--- src/rtl/bias_pkg.sv ---
// Layer codes, bias BRAM address map and sequencer state encoding, shared by
// the bias BRAM and its read sequencer so the map lives in one place.
package bias_pkg;

    typedef enum logic [1:0] {
        LAYER_C1   = 2'd0,
        LAYER_C3   = 2'd1,
        LAYER_C5   = 2'd2,
        LAYER_NONE = 2'd3
    } layer_e;

    localparam int C1_START = 0;
    localparam int C1_CHANS = 2;
    localparam int C3_START = 2;
    localparam int C3_CHANS = 4;
    localparam int C5_START = 6;
    localparam int C5_CHANS = 43;

    typedef enum logic [1:0] {
        ST_IDLE,
        ST_FETCH,
        ST_DRAIN,
        ST_DONE
    } fetch_state_e;

    function automatic int layer_start(input logic [1:0] layer);
        case (layer)
            LAYER_C1: return C1_START;
            LAYER_C3: return C3_START;
            default:  return C5_START;
        endcase
    endfunction

    function automatic int layer_chans(input logic [1:0] layer);
        case (layer)
            LAYER_C1: return C1_CHANS;
            LAYER_C3: return C3_CHANS;
            default:  return C5_CHANS;
        endcase
    endfunction

    function automatic int layer_end(input logic [1:0] layer);
        return layer_start(layer) + layer_chans(layer) - 1;
    endfunction

endpackage

--- src/rtl/bias_skid_fifo.sv ---
// Two-entry FIFO holding {last, idx, bias} beats between the BRAM read port
// and the downstream valid/ready interface.
module bias_skid_fifo #(
    parameter int W = 15
) (
    input  logic         clk,
    input  logic         srst,
    input  logic         push,
    input  logic [W-1:0] din,
    input  logic         pop,
    output logic [W-1:0] dout,
    output logic         full,
    output logic         empty,
    output logic [1:0]   count
);

    logic            wr_ptr_reg;
    logic            rd_ptr_reg;
    logic [1:0]      count_reg;
    logic [1:0][W-1:0] entries;
    logic            push_ok;
    logic            pop_ok;

    assign full  = (count_reg == 2'd2);
    assign empty = (count_reg == 2'd0);
    assign count = count_reg;

    // A push into a full FIFO is only safe when the head leaves in the same cycle.
    assign push_ok = push && (!full || pop);
    assign pop_ok  = pop && !empty;

    genvar gi;
    generate
        for (gi = 0; gi < 2; gi++) begin : g_entry
            logic [W-1:0] data_reg;
            always_ff @(posedge clk) begin
                if (srst) begin
                    data_reg <= '0;
                end else if (push_ok && (wr_ptr_reg == 1'(gi))) begin
                    data_reg <= din;
                end
            end
            assign entries[gi] = data_reg;
        end
    endgenerate

    assign dout = entries[rd_ptr_reg];

    always_ff @(posedge clk) begin
        if (srst) begin
            wr_ptr_reg <= 1'b0;
            rd_ptr_reg <= 1'b0;
            count_reg  <= 2'd0;
        end else begin
            if (push_ok) wr_ptr_reg <= ~wr_ptr_reg;
            if (pop_ok)  rd_ptr_reg <= ~rd_ptr_reg;
            count_reg <= count_reg + {1'b0, push_ok} - {1'b0, pop_ok};
        end
    end

endmodule

--- src/rtl/bias_fetch.sv ---
// Bias read sequencer: walks one layer's bias BRAM range, absorbs the 1-cycle
// read latency and streams one signed bias per output channel over valid/ready.
module bias_fetch
    import bias_pkg::*;
#(
    parameter int AWIDTH = 6,
    parameter int B_BW   = 8
) (
    input  logic              clk,
    input  logic              rst,
    input  logic              start,
    input  logic [1:0]        layer,
    output logic              busy,
    output logic              done,
    output logic [AWIDTH-1:0] b_addr,
    output logic              b_ce,
    output logic              b_we,
    input  logic [B_BW-1:0]   b_q,
    output logic [B_BW-1:0]   bias_out,
    output logic [AWIDTH-1:0] bias_idx,
    output logic              bias_valid,
    input  logic              bias_ready,
    output logic              bias_last
);

    localparam int FW = 1 + AWIDTH + B_BW;

    fetch_state_e      state_reg;
    logic [AWIDTH-1:0] addr_reg;
    logic [AWIDTH-1:0] base_reg;
    logic [AWIDTH-1:0] end_reg;
    logic              inflight_reg;
    logic [AWIDTH-1:0] inflight_idx_reg;
    logic              inflight_last_reg;
    logic              busy_reg;
    logic              done_reg;

    logic [FW-1:0]     fifo_dout;
    logic              fifo_full;
    logic              fifo_empty;
    logic [1:0]        fifo_count;
    logic              pop;
    logic              issue;
    logic [2:0]        occupancy_eff;

    assign pop = bias_valid && bias_ready;

    // Occupancy counts the head as gone when it is accepted this cycle; that
    // credit is what keeps a full-rate stream free of bubbles.
    assign occupancy_eff = {1'b0, fifo_count} + {2'b00, inflight_reg} - {2'b00, pop};
    assign issue = (state_reg == ST_FETCH) && !fifo_full && (occupancy_eff < 3'd2);

    assign b_ce   = issue;
    assign b_addr = addr_reg;
    assign b_we   = 1'b0;
    assign busy   = busy_reg;
    assign done   = done_reg;

    bias_skid_fifo #(
        .W(FW)
    ) u_fifo (
        .clk   (clk),
        .srst  (rst),
        .push  (inflight_reg),
        .din   ({inflight_last_reg, inflight_idx_reg, b_q}),
        .pop   (pop),
        .dout  (fifo_dout),
        .full  (fifo_full),
        .empty (fifo_empty),
        .count (fifo_count)
    );

    assign bias_valid = !fifo_empty;
    assign bias_out   = fifo_dout[B_BW-1:0];
    assign bias_idx   = fifo_dout[B_BW+AWIDTH-1:B_BW];
    assign bias_last  = fifo_dout[FW-1];

    always_ff @(posedge clk) begin
        if (rst) begin
            state_reg         <= ST_IDLE;
            addr_reg          <= '0;
            base_reg          <= '0;
            end_reg           <= '0;
            inflight_reg      <= 1'b0;
            inflight_idx_reg  <= '0;
            inflight_last_reg <= 1'b0;
            busy_reg          <= 1'b0;
            done_reg          <= 1'b0;
        end else begin
            // Tag travels alongside the read so the FIFO entry knows its channel.
            inflight_reg      <= issue;
            inflight_idx_reg  <= addr_reg - base_reg;
            inflight_last_reg <= (addr_reg == end_reg);
            done_reg          <= 1'b0;

            case (state_reg)
                ST_IDLE: begin
                    if (start && (layer != LAYER_NONE)) begin
                        addr_reg  <= AWIDTH'(layer_start(layer));
                        base_reg  <= AWIDTH'(layer_start(layer));
                        end_reg   <= AWIDTH'(layer_end(layer));
                        busy_reg  <= 1'b1;
                        state_reg <= ST_FETCH;
                    end
                end
                ST_FETCH: begin
                    if (issue) begin
                        if (addr_reg == end_reg) begin
                            state_reg <= ST_DRAIN;
                        end else begin
                            addr_reg <= addr_reg + 1'b1;
                        end
                    end
                end
                ST_DRAIN: begin
                    if (pop && bias_last) begin
                        done_reg  <= 1'b1;
                        state_reg <= ST_DONE;
                    end
                end
                default: begin
                    busy_reg  <= 1'b0;
                    state_reg <= ST_IDLE;
                end
            endcase
        end
    end

endmodule

--- config.mk ---
export PLATFORM = sky130hd
export DESIGN_NAME = bias_fetch
export DESIGN_NICKNAME = d
export VERILOG_FILES = /design/src/rtl/bias_pkg.sv /design/src/rtl/bias_skid_fifo.sv /design/src/rtl/bias_fetch.sv
export SDC_FILE = /design/constraint.sdc
export NUM_CORES = 1
export LEC_CHECK = 0
export BUFFER_PORTS_ARGS = -buffer_cell sky130_fd_sc_hd__buf_4
export CORE_MARGIN = 3
export CORE_UTILIZATION = 60
export DETAILED_ROUTE_END_ITERATION = 10
export HOLD_SLACK_MARGIN = 0.12
export PLACE_DENSITY = 0.83
export SYNTH_ARGS = -nofsm -noshare
export SYNTH_HDL_FRONTEND = slang
export SYNTH_SLANG_ARGS = --single-unit
export TNS_END_PERCENT = 5
--- constraint.sdc ---
create_clock -name clk -period 7.4 [get_ports clk]
set_clock_uncertainty 0.15 [all_clocks]
set_input_delay 0.37 -clock clk [delete_from_list [all_inputs] [get_ports clk]]
set_output_delay 0.37 -clock clk [all_outputs]
set_load 0.1 [all_outputs]
# [After elaboration in Yosys (flattened, before gate mapping)]
# Cells that the tools add are included.
[totals] out_inout_bits=26 input_bits=14 wordCells=83 register_bits=64
[op_classes] n_reduce_logical=22 n_mux=22 n_addsub=8 n_eq_ne=11 bitwise_logic=4 n_lt_le_gt_ge=2
[op_table] op="2-to-1 mux 6 bit" count=9
[op_table] op="2-to-1 mux 15 bit" count=2
[op_table] op="one-hot mux 6 bit (2 select lines)" count=2
[op_table] op="!= test 2 bit, second input constant" count=5
[op_table] op="logical AND 1 bit" count=9
[op_table] op="2-to-1 mux 2 bit" count=4
[op_table] op="AND reduction 4 bit" count=2
[op_table] op="adder 6 x 1 -> 6 bit, second input constant" count=1
[op_table] op="adder 6 bit" count=1
[op_table] op="== test 6 bit" count=1
[op_table] op="zero test 2 bit" count=3
[op_table] op="one-hot mux 2 bit (3 select lines)" count=1
[op_table] op="one-hot mux 3 bit (2 select lines)" count=1
[op_table] op="subtractor 6 x 2 -> 6 bit, second input constant" count=1
[op_table] op="subtractor 6 bit" count=1
[op_table] op="== test 2 x 1 -> 1 bit, second input constant" count=2
[op_table] op="== test 2 bit, second input constant" count=2
[op_table] op="inverter 1 bit" count=4
[op_table] op="AND reduction 2 bit" count=2
[op_table] op="OR reduction 2 bit" count=2
[op_table] op="adder 2 x 1 -> 3 bit" count=1
[op_table] op="< comparator 3 x 2 -> 1 bit, second input constant" count=1
[op_table] op="subtractor 3 x 1 -> 3 bit" count=1
[op_table] op="adder 2 x 1 -> 2 bit" count=1
[op_table] op="8 further kinds" count=10

# [Depth between registers and ports, before layout]
[logic_depth] ltp_word=8 mapped_depth=10 depth_no_buf=10

# [Hierarchy]
# Synthesis repeated with hierarchy kept, for this count alone.
[unflattened] cells_unflattened=318 area_unflattened_um2=2884.0
[modules_own_cells] module="bias_skid_fifo" cells_per_inst=174 seq_area_each_um2=680.7 area_per_inst_um2=1649.1 n_inst=1
[modules_own_cells] module="bias_fetch" cells_per_inst=144 seq_area_each_um2=460.4 area_per_inst_um2=1234.9 n_inst=1

# [Worst setup path after synthesis]
# OpenSTA, ideal clock, no wires.
[synth_timing] path_type="reg-to-output" startpoint="register u_fifo.count_reg[1] (netlist: u_fifo.count[1])" endpoint="output b_ce" t_arrival_ns=2.591 path_buffers=0 required_ns=6.880 path_stages_with_launch=10 setup_slack_ns=4.289 path_cell_list="dfxtp_1 > o21a_1 > ha_1 > inv_1 > nand2_1 > fa_1 > or3b_2 > nand2_1 > nand2_1 > inv_1"
[synth_via] elab_chain_len=6 elab_cells_between_ends=10 cone_classes="2 x add/sub; 1 x order compare; 1 x eq/ne; 6 x reduce/logical"
[synth_lines] element="start: declaration" line="bias_skid_fifo.sv:19" rtl="logic [1:0] count_reg;"
[synth_lines] element="start signal: assignment" line="bias_skid_fifo.sv:57" rtl="count_reg <= count_reg + {1'b0, push_ok} - {1'b0, pop_ok};"
[synth_lines] element="parallel branches: the longest is 5 deep, another holds adder 2 x 1 -> 3 bit"
[synth_lines] element="logical AND 1 bit *" line="bias_fetch.sv:51" rtl="assign issue = (state_reg == ST_FETCH) && !fifo_full && (occupancy_eff < 3'd2);"
[synth_lines] element="end: declaration" line="bias_fetch.sv:16" rtl="output logic b_ce,"
# Every way passes the cells marked *.

# [Final worst setup path]
# Same ends and word-level chain as after synthesis.

==> flow_metrics.tcl <==
set metrics [dict create \
    dp_cells 362 \
    remaining_drc_errors 0 \
    drv_slew 0 \
    htreeDepth 3 \
    routedWlPerCell_microns 14.3 \
    viasPerCell 5.47 \
    syn_to_final_growth_pct 17.3 \
    largest_register_ffs 30 \
    grt_pass1_vias 2033 \
    setup_violations 0 \
    portBuffers 38 \
    status "completed" \
    grt_use_total 0.229 \
    synth_top_area_frac 0.433 \
    ys_seq_elements 57 \
    drive_above_1_share 0.241 \
    synth_common_cells "57 x dfxtp_1, 37 x nand2_1, 35 x nor2_1, 19 x a21oi_1, 18 x nand3_1" \
    synth_top_family_by_area "simple AND/OR/NAND/NOR gates" \
    core_area_sq_mm 0.00412 \
    cts_root_buf "clkbuf_8" \
    die_h_microns 72.3 \
    drtAntennaViolNets 0 \
    rows 23 \
    rsz0062_at_grt "no" \
    power.share.switching 0.431 \
    routabilityCongestion 0.749 \
    numCtsBuffers 9 \
    finalNetCount 347 \
    cts_hold_buf 0 \
    grt_pass1_wl_mm 9.27 \
    cp_max_fo 6 \
    worst_slew_pin_slew_ps 1030 \
    synth-edff-count 0 \
    yosys.cell_types.count 43 \
    cts_tree "built" \
    synth_fp_nets 317 \
    synth.most_common_cell "dfxtp_1" \
    final_cells 378 \
    synthArstFlopShare 0 \
    clock_power_share 0.232 \
    io_pins 40 \
    synth_area_leaders "dfxtp_1 43%, mux2i_1 6.5%, mux2_2 6.4%" \
    muxShareOfSynthArea 0.129 \
    syn_avg_cell_area_sq_um 9.00 \
    maxCapViolations 0 \
    cp.arrival_ps 2870 \
    fp.dieArea_sq_mm 0.00523 \
    min_path_type "in -> reg" \
    setup_tns_ps 0 \
    cts_resized 0 \
    fin_crit_sh 0.458 \
    grt-ovfl-total 0 \
    antenna_cells 0 \
    finalWorstPathRequiredPeriod_ps 3390 \
    internal_power_mw 0.666 \
    antenna_found_initial 0 \
    fmax_mhz 295 \
    vias 2069 \
    power_frac_comb 0.419 \
    cts.sinks 57 \
    chipWidth_microns 72.3 \
    p_switching_mw 0.504 \
    post-cts-setup-buffer-count 0 \
    hold_viol 0 \
    drt-initial-drc-count 126 \
    final_util 0.751 \
    synth_ff_type "dfxtp_1" \
    clkTransAtPathRegs_ps 60 \
    start_util 0.641 \
    synth_compound_area_frac 0.106 \
    end_kind "primary output" \
    max_slew_margin 0.312 \
    cp.required_ps 6880 \
    synth_area_sq_mm 0.00264 \
    yosys_warnings 0 \
    seq_area_frac_synth 0.433 \
    synth_xor_area_frac 0.0332 \
    synth_fa_ha_area_frac 0.0532 \
    ir_worst_vdd_uv 298 \
    clkLatencyLatePin_ps 330 \
    hpwl_mm 3.52 \
    synth-simple-area-share 0.194 \
    ctsLongestPathBuffers 2 \
    totalWireLength_mm 5.39 \
    power_density_mw_per_mm2 379 \
    synth_largest_area_cell "dfxtp_1" \
    synth_cells 293 \
    dr.pass1.iters 5 \
    start_kind "flop" \
    seq_power_share 0.349 \
    grt_max_degree 56 \
    p_leak_nw 1.27 \
    path_class "reg -> out" \
]
-- cells by family after synthesis --
logic type | after synthesis
other cells | 1
fa+ha+maj | 10
mux | 32
compound gates | 38
buf+inv | 32
flops | 57
xor+xnor | 10
simple gates | 113
-- stage by stage --
step / power (mW) / cell area, sq um / hold WS [ps] / setup slack (ps)
detailed placement: 0.905 / 2900 / 296 / 4110
global route: 1.24 / 3090 / 140 / 3850
CTS: 1.18 / 3090 / 121 / 3980
floorplan: 0.812 / 2640 / 283 / 4290
global placement: 0.893 / 2900 / 289 / 4230
finish: 1.17 / 3090 / 129 / 4010
-- critical path, stage by stage, from the launching register on --
cell and delay (ps):
dfxtp_1 460, o21a_1 210, ha_1 240, inv_1 80, nand2_1 60, fa_1 500
or3b_2 450, nand2_1 70, nand2_1 80, inv_1 90, buf_4 280
-- power groups by stage --
stage                     Sequential (mW)  Combinational (mW)  Clock (mW)
after floorplan                     0.434               0.378           0
after global placement              0.411               0.482           0
after detailed placement            0.413               0.492           0
after CTS                           0.408               0.494       0.277
after global routing                0.416               0.532       0.290
final                               0.408               0.491       0.272
-- layout make-up --
| cell class | instances | area, sq um |
|---|---|---|
| clock buffer | 12 | 165 |
| inverter | 13 | 48.8 |
| clock inverter | 4 | 26.3 |
| fill | 322 | 1020 |
| multi-input combinational | 204 | 1360 |
| sequential | 57 | 1140 |
| timing repair buffer | 38 | 285 |
| tap | 50 | 62.6 |
-- per-layer routing --
metal / track usage / up-vias / part of all wire
met5: 0 / - / 0
met4: 0.0877 / 0 / 0.0091
met3: 0.0582 / 6 / 0.055
met2: 0.394 / 45 / 0.51
met1: 0.272 / 973 / 0.43
li1: - / 1045 / -
-- layout by cell type (no fill, tap or decap), types with 2 or more instances in the layout --
cell type / Yosys / layout
o221a_2: 2 / 2
a211oi_4: 2 / 2
a21oi_1: 19 / 19
nor3b_1: 3 / 3
xnor2_1: 6 / 6
inv_1: 13 / 13
nand3_1: 18 / 18
mux2i_1: 17 / 17
and3_1: 2 / 2
clkinv_2: 0 / 2
clkbuf_8: 0 / 12
xor2_1: 4 / 4
nor2_1: 35 / 35
ha_1: 8 / 8
dfxtp_1: 57 / 57
fa_1: 2 / 2
nor3_1: 5 / 5
o21ai_0: 3 / 3
nand2b_1: 2 / 2
nand2_1: 37 / 37
buf_4: 1 / 38
nor2b_1: 4 / 3
mux2_2: 15 / 15
a32o_1: 3 / 3
-- final timing paths --
kind                                                     from                                          end  slack [ps]  cells past startpoint
setup / recovery                   u_fifo.count[1]$_SDFF_PP0_                                         b_ce        4010                     10
hold / removal                                         b_q[3]   u_fifo.g_entry[0].data_reg[3]$_SDFFE_PP0P_         130                      3
setup reg to reg                   u_fifo.count[1]$_SDFF_PP0_                       b_addr[5]$_SDFFE_PP0P_        4130                     10
hold reg to reg   u_fifo.g_entry[1].data_reg[14]$_SDFFE_PP0P_  u_fifo.g_entry[1].data_reg[14]$_SDFFE_PP0P_         300                      2
(Power assumes the default switching activity.)
